File: src/rtl/kbd_scan_fifo.sv
// Matrix keypad scanner: rotating column strobe, per-frame key classification,
// frame-based debounce with multi-key rejection, and a key-event FIFO.
//
// state   | meaning
// S_IDLE  | no key accepted; waiting for a single-key frame
// S_PRESS | candidate key latched; counting identical single-key frames
// S_HELD  | key accepted and pushed; waiting for an empty frame
// S_REL   | counting empty frames before re-arming
module kbd_scan_fifo #(
   parameter int ROWS = 4,
   parameter int COLS = 4,
   parameter int DEBOUNCE = 3,
   parameter int FIFO_DEPTH = 4,
   localparam int CODE_W = $clog2(ROWS * COLS)
) (
   input  logic              clk,
   input  logic              rst_n,
   input  logic [ROWS-1:0]   fila,
   output logic [COLS-1:0]   col,
   output logic [CODE_W-1:0] key_code,
   output logic              key_valid,
   input  logic              key_ack,
   input  logic              ovf_clr,
   output logic              overflow
);

   localparam int CIDX_W = $clog2(COLS);
   localparam int RIDX_W = $clog2(ROWS);
   localparam int PTR_W  = $clog2(FIFO_DEPTH);
   localparam int FCNT_W = PTR_W + 1;
   localparam int CNT_W  = $clog2(DEBOUNCE + 1);
   localparam logic [CIDX_W-1:0] LAST_COL = CIDX_W'(COLS - 1);
   localparam logic [CNT_W-1:0]  DEB_LOAD = CNT_W'(DEBOUNCE - 1);
   localparam logic [CNT_W-1:0]  CNT_ONE  = CNT_W'(1);
   localparam logic [FCNT_W-1:0] FULL_CNT = FCNT_W'(FIFO_DEPTH);

   typedef enum logic [1:0] {S_IDLE, S_PRESS, S_HELD, S_REL} state_t;

   state_t             state;
   logic [CNT_W-1:0]   frames_left;
   logic [CODE_W-1:0]  cur_code;
   logic [CIDX_W-1:0]  col_idx;
   logic               frame_end;
   logic [1:0]         cyc_hits;
   logic [RIDX_W-1:0]  cyc_row;
   logic [CODE_W-1:0]  cyc_code;
   logic [1:0]         acc_hits;
   logic [CODE_W-1:0]  acc_code;
   logic [2:0]         sum_hits;
   logic               frm_none;
   logic               frm_single;
   logic [CODE_W-1:0]  frm_code;
   logic               push;

   logic [CODE_W-1:0]  mem [FIFO_DEPTH];
   logic [PTR_W-1:0]   wr_ptr;
   logic [PTR_W-1:0]   rd_ptr;
   logic [FCNT_W-1:0]  count;
   logic               pop;
   logic               full;
   logic               drop;
   logic               do_push;

   assign frame_end = (col_idx == LAST_COL);

   always_ff @(posedge clk or negedge rst_n) begin
      if (!rst_n) begin
         col     <= COLS'(1);
         col_idx <= '0;
      end else begin
         col     <= {col[COLS-2:0], col[COLS-1]};
         col_idx <= frame_end ? '0 : col_idx + CIDX_W'(1);
      end
   end

   // Hit count saturates at 2: anything beyond one key is simply "multi".
   always_comb begin
      cyc_hits = '0;
      cyc_row  = '0;
      for (int r = 0; r < ROWS; r++) begin
         if (fila[r]) begin
            cyc_row = RIDX_W'(r);
            if (cyc_hits != 2'd2) cyc_hits = cyc_hits + 2'd1;
         end
      end
   end

   assign cyc_code   = CODE_W'(int'(cyc_row) * COLS + int'(col_idx));
   assign sum_hits   = {1'b0, acc_hits} + {1'b0, cyc_hits};
   assign frm_none   = (sum_hits == 3'd0);
   assign frm_single = (sum_hits == 3'd1);
   assign frm_code   = (cyc_hits != 2'd0) ? cyc_code : acc_code;

   always_ff @(posedge clk or negedge rst_n) begin
      if (!rst_n) begin
         acc_hits <= '0;
         acc_code <= '0;
      end else if (frame_end) begin
         acc_hits <= '0;
         acc_code <= '0;
      end else begin
         acc_hits <= (sum_hits >= 3'd2) ? 2'd2 : sum_hits[1:0];
         if (cyc_hits != 2'd0) acc_code <= cyc_code;
      end
   end

   always_comb begin
      push = 1'b0;
      if (frame_end && frm_single) begin
         case (state)
            S_IDLE:  push = (DEBOUNCE == 1);
            S_PRESS: push = (frm_code == cur_code) && (frames_left == CNT_ONE);
            default: push = 1'b0;
         endcase
      end
   end

   // frames_left counts down the frames still needed to confirm a press or release.
   always_ff @(posedge clk or negedge rst_n) begin
      if (!rst_n) begin
         state       <= S_IDLE;
         frames_left <= '0;
         cur_code    <= '0;
      end else if (frame_end) begin
         case (state)
            S_IDLE: begin
               if (frm_single) begin
                  cur_code    <= frm_code;
                  frames_left <= DEB_LOAD;
                  state       <= push ? S_HELD : S_PRESS;
               end
            end
            S_PRESS: begin
               if (!frm_single) begin
                  state <= S_IDLE;
               end else if (frm_code != cur_code) begin
                  cur_code    <= frm_code;
                  frames_left <= DEB_LOAD;
               end else if (push) begin
                  state <= S_HELD;
               end else begin
                  frames_left <= frames_left - CNT_ONE;
               end
            end
            S_HELD: begin
               if (frm_none) begin
                  if (DEBOUNCE == 1) begin
                     state <= S_IDLE;
                  end else begin
                     frames_left <= DEB_LOAD;
                     state       <= S_REL;
                  end
               end
            end
            default: begin
               if (!frm_none) begin
                  state <= S_HELD;
               end else if (frames_left == CNT_ONE) begin
                  state <= S_IDLE;
               end else begin
                  frames_left <= frames_left - CNT_ONE;
               end
            end
         endcase
      end
   end

   assign key_valid = (count != '0);
   assign pop       = key_valid && key_ack;
   assign full      = (count == FULL_CNT);
   assign drop      = push && full && !pop;
   assign do_push   = push && !drop;
   assign key_code  = key_valid ? mem[rd_ptr] : '0;

   always_ff @(posedge clk) begin
      if (do_push) mem[wr_ptr] <= cur_code;
   end

   always_ff @(posedge clk or negedge rst_n) begin
      if (!rst_n) begin
         wr_ptr   <= '0;
         rd_ptr   <= '0;
         count    <= '0;
         overflow <= 1'b0;
      end else begin
         if (do_push) wr_ptr <= wr_ptr + PTR_W'(1);
         if (pop)     rd_ptr <= rd_ptr + PTR_W'(1);
         case ({do_push, pop})
            2'b10:   count <= count + FCNT_W'(1);
            2'b01:   count <= count - FCNT_W'(1);
            default: count <= count;
         endcase
         if (drop)         overflow <= 1'b1;
         else if (ovf_clr) overflow <= 1'b0;
      end
   end

endmodule

File: config.mk
export PLATFORM = sky130hd
export DESIGN_NAME = kbd_scan_fifo
export DESIGN_NICKNAME = d
export VERILOG_FILES = /design/src/rtl/kbd_scan_fifo.sv
export SDC_FILE = /design/constraint.sdc
export NUM_CORES = 1
export LEC_CHECK = 0
export BUFFER_PORTS_ARGS = -buffer_cell sky130_fd_sc_hd__buf_2
export CAP_MARGIN = 25
export CELL_PAD_IN_SITES_DETAIL_PLACEMENT = 1
export CELL_PAD_IN_SITES_GLOBAL_PLACEMENT = 1
export CORE_MARGIN = 8
export CORE_UTILIZATION = 50
export CTS_BUF_LIST = sky130_fd_sc_hd__clkbuf_8
export DETAILED_ROUTE_END_ITERATION = 6
export GPL_ROUTABILITY_DRIVEN = 0
export PLACE_DENSITY_LB_ADDON = 0.08
export SYNTH_ARGS = -nofsm -noshare
export SYNTH_HDL_FRONTEND = slang
export SYNTH_SLANG_ARGS = --single-unit
File: constraint.sdc
create_clock -name clk -period 3.64 [get_ports clk]
set_clock_uncertainty 0.1 [all_clocks]
set_input_delay 0.546 -clock clk [delete_from_list [all_inputs] [get_ports clk]]
set_output_delay 0.546 -clock clk [all_outputs]
set_load 0.01 [all_outputs]
==> results.sh <==
export IMPL_holdWs_ns=0.168
export IMPL_hpwl_microns=4270
export IMPL_drv_slew=0
export IMPL_clkLatencyLatePin_ns=0.29
export IMPL_min_path_type="input pin to asynchronous set/reset pin"
export IMPL_die_y_microns=85.4
export IMPL_core_sq_um=4690
export IMPL_r2r_slack_ns=0.76
export IMPL_cts_tree="built"
export IMPL_gr_usage_met2=0.306
export IMPL_post_place_ws_ns=-0.612
export IMPL_yosys_top_cells_area="dfrtp_1 (28%), edfxtp_1 (20%), ha_1 (8.3%)"
export IMPL_drtIter0Drc=97
export IMPL_p_seq_frac=0.406
export IMPL_cts_root_buffer="clkbuf_8"
export IMPL_synth_seq_cells=44
export IMPL_nNetsFinal=287
export IMPL_p_sw_mw=0.632
export IMPL_fin_setup_tns_ns=-0.266
export IMPL_grt_antenna_before_repair=0
export IMPL_maxSlewHeadroom=0.567
export IMPL_vias_per_cell=5.56
export IMPL_syn_area_sq_um=2410
export IMPL_ir_drop_mv=0.307
export IMPL_grt_ovfl_total=0
export IMPL_pin_count=18
export IMPL_reg2regPathDepth=15
export IMPL_grt_most_used_layer="met2"
export IMPL_fmax_ghz=0.265
export IMPL_clkSlewWorstSetupHoldPaths_ns=0.08
export IMPL_violations="setup timing"
export IMPL_htree_levels=2
export IMPL_fillCellCount=500
export IMPL_grt_pass1_wl_microns=9800
export IMPL_grt_util_met1=0.200
export IMPL_synth_seq_area_share=0.490
export IMPL_avgRoutedWirePerCell_microns=18.7
export IMPL_drtAntennaViolNets=0
export IMPL_cp_max_fo=3
export IMPL_synth_main_ff_cell="dfrtp_1"
export IMPL_cts_inserted_buffers=5
export IMPL_critical_path_class="input pin to register"
export IMPL_yosysUniqueCellTypes=51
export IMPL_port_buffers=17
export IMPL_start_util=0.514
export IMPL_min_period_over_period=1.04
export IMPL_power_frac_comb=0.387
export IMPL_p_sw_frac=0.352
export IMPL_setup_slack_ns=-0.137
export IMPL_vias=1758
export IMPL_diodes=0
export IMPL_rows=25
export IMPL_yosys_area_top_type="dfrtp_1"
export IMPL_setup_viol=2
export IMPL_drc=0
export IMPL_avgSynthCellArea_sq_um=12.1
export IMPL_worst_setup_path_start_kind="input pin"
export IMPL_fp_dieW_microns=85.4
export IMPL_met3_usage=0.0444
export IMPL_grt_start_max_net_pins=29
export IMPL_clock_power_share=0.206
export IMPL_drive_above_1_share=0.408
export IMPL_fin_crit_ns=3.78
export IMPL_r2r_end="count[2]"
export IMPL_final_hold_viol_count=0
export IMPL_rsz0062_at_grt="true"
export IMPL_yosys_warnings=0
export IMPL_worst_pin_slew_ns=0.649
export IMPL_power_leakage_nw=1.36
export IMPL_p_total_mw=1.79
export IMPL_drt_pass1_iterations=4
export IMPL_cp_end_kind="register"
export IMPL_cp_arrival_ns=3.86
export IMPL_die_area_sq_um=7300
export IMPL_yosysTopAreaCellShare=0.280
export IMPL_status="finished, violations left"
export IMPL_cp_required_ns=3.72
export IMPL_syn_num_nets=226
export IMPL_cts_sinks=44
export IMPL_synthArstFlopShare=0.636
export IMPL_syn_inst=200
export IMPL_clockBufferDepth=2
export IMPL_gr_usage_all_layers=0.173
export IMPL_intPower_mw=1.16
export IMPL_wl_microns=5900
export IMPL_first_global_vias=1936
export IMPL_cap_violations=0
export IMPL_synth_edf_count=16
export IMPL_powerDensity_nw_per_um2=586
export IMPL_areaGrowthSynthToFinish_pct=26.9
export IMPL_regToRegStartpoint="acc_hits[0]"
-- synth_stat cells (2+ instances only) --
cell type / count
nand2_1: 6
o22ai_1: 2
and2_1: 5
a21oi_1: 6
o21ai_1: 4
mux2_4: 3
fa_1: 2
edfxtp_1: 16
ha_1: 16
and3_1: 5
a21o_1: 2
xnor2_1: 3
nor4_4: 2
nand3_1: 5
or4b_1: 2
mux2i_1: 7
nor2_1: 14
inv_1: 17
nor2b_1: 3
o21ai_0: 6
mux4_2: 4
dfrtp_1: 27
nor3_1: 7
nand2b_1: 3
a211oi_1: 2
clkbuf_1: 2
xor2_1: 3
or3_1: 3
-- what timing repair did --
action,CTS,global route
buffers inserted,4,4
gates cloned,0,0
endpoints found under the setup margin,18,18
hold buffers,0,0
gates resized for setup,9,7
pin swaps,4,4
-- worst max-delay path by stage --
stage / to / startpoint / slack, ns / cells after the start
after floorplan: count[2] / fila[1] / -0.52 / 21
after detailed placement: count[1] / fila[1] / -0.61 / 20
after global routing: count[2] / fila[1] / -0.36 / 22
after global placement: count[2] / fila[1] / -0.45 / 22
after CTS: count[2] / fila[1] / -0.14 / 22
final: count[2] / fila[1] / -0.14 / 22
-- per-layer routing --
metal / routed length (microns) / vias up
li1: - / 841
met1: 2560 / 888
met2: 3120 / 22
met3: 178 / 7
met4: 46 / 0
met5: 0 / -
-- area by class of cell --
class,count,area [sq um],share of cell area
flip-flops and latches,44,1180,0.387
clock inverters,3,38.8,0.0127
multi-input cells,136,1240,0.405
inverters,18,73.8,0.0241
well taps,54,67.6,0.0221
repair buffers,56,388,0.127
clock buffers,5,68.8,0.0225
-- cells in the final DEF, fill, tap and decap left out, types with 3 or more instances in the layout --
master and n:
or3_1 3, inv_1 13, clkbuf_8 5, nor2_1 12
xor2_1 3, and3_2 3, edfxtp_1 16, buf_4 39
xnor2_1 3, ha_1 11, o21ai_1 4, mux4_2 4
buf_2 16, nor3_1 7, nand3_1 5, inv_2 4
nor2b_1 3, a21oi_1 5, dfrtp_1 27, o21ai_0 6
mux2_4 3, and2_1 5, mux2i_1 5, ha_4 3
nand2b_1 3, nand2_1 6, nor2_2 3
-- power by group through the flow --
stage	Sequential [mW]	Clock [mW]	Combinational, mW
final	0.729	0.370	0.695
after CTS	0.729	0.376	0.692
after detailed placement	0.738	0	0.670
after floorplan	0.683	0	0.470
after global placement	0.720	0	0.631
after global routing	0.742	0.390	0.777
-- stage by stage --
stage / utilization / instance area (sq um) / std cells
2_1_floorplan: - / 2460 / 200
3_3_place_gp: 0.608 / 2850 / 302
3_5_place_dp: 0.608 / 2850 / 302
4_1_cts: 0.646 / 3030 / 314
5_1_grt: 0.652 / 3060 / 316
6_report: 0.652 / 3060 / 316
-- registers in the layout, indices dropped and copies added (netlist names), 3 cells and up --
signal and flops:
count 3, col 4, cur_code 4, mem 16, acc_code 4
-- kinds of logic after synthesis --
family / synth area share
buf+inv: 0.0311
mux: 0.0851
simple gates: 0.161
fa+ha+maj: 0.0996
xor+xnor: 0.0218
compound gates: 0.111
flops: 0.490
-- worst max-delay path: stages --
cell        delay, ns
buf_8            0.08
clkinvlp_4       0.12
ha_4             0.25
mux2i_4          0.16
ha_2             0.22
nor2_2           0.04
a21oi_2          0.11
ha_2             0.18
inv_2            0.03
fa_1             0.50
nand4_1          0.13
nor2_2           0.14
o2111ai_2        0.15
nor4_4           0.27
and2_4           0.19
inv_2            0.04
ha_4             0.15
inv_2            0.04
fa_1             0.17
xor2_1           0.14
nor2_1           0.07
xor2_1           0.14
Power figures use the tool's default switching activity.
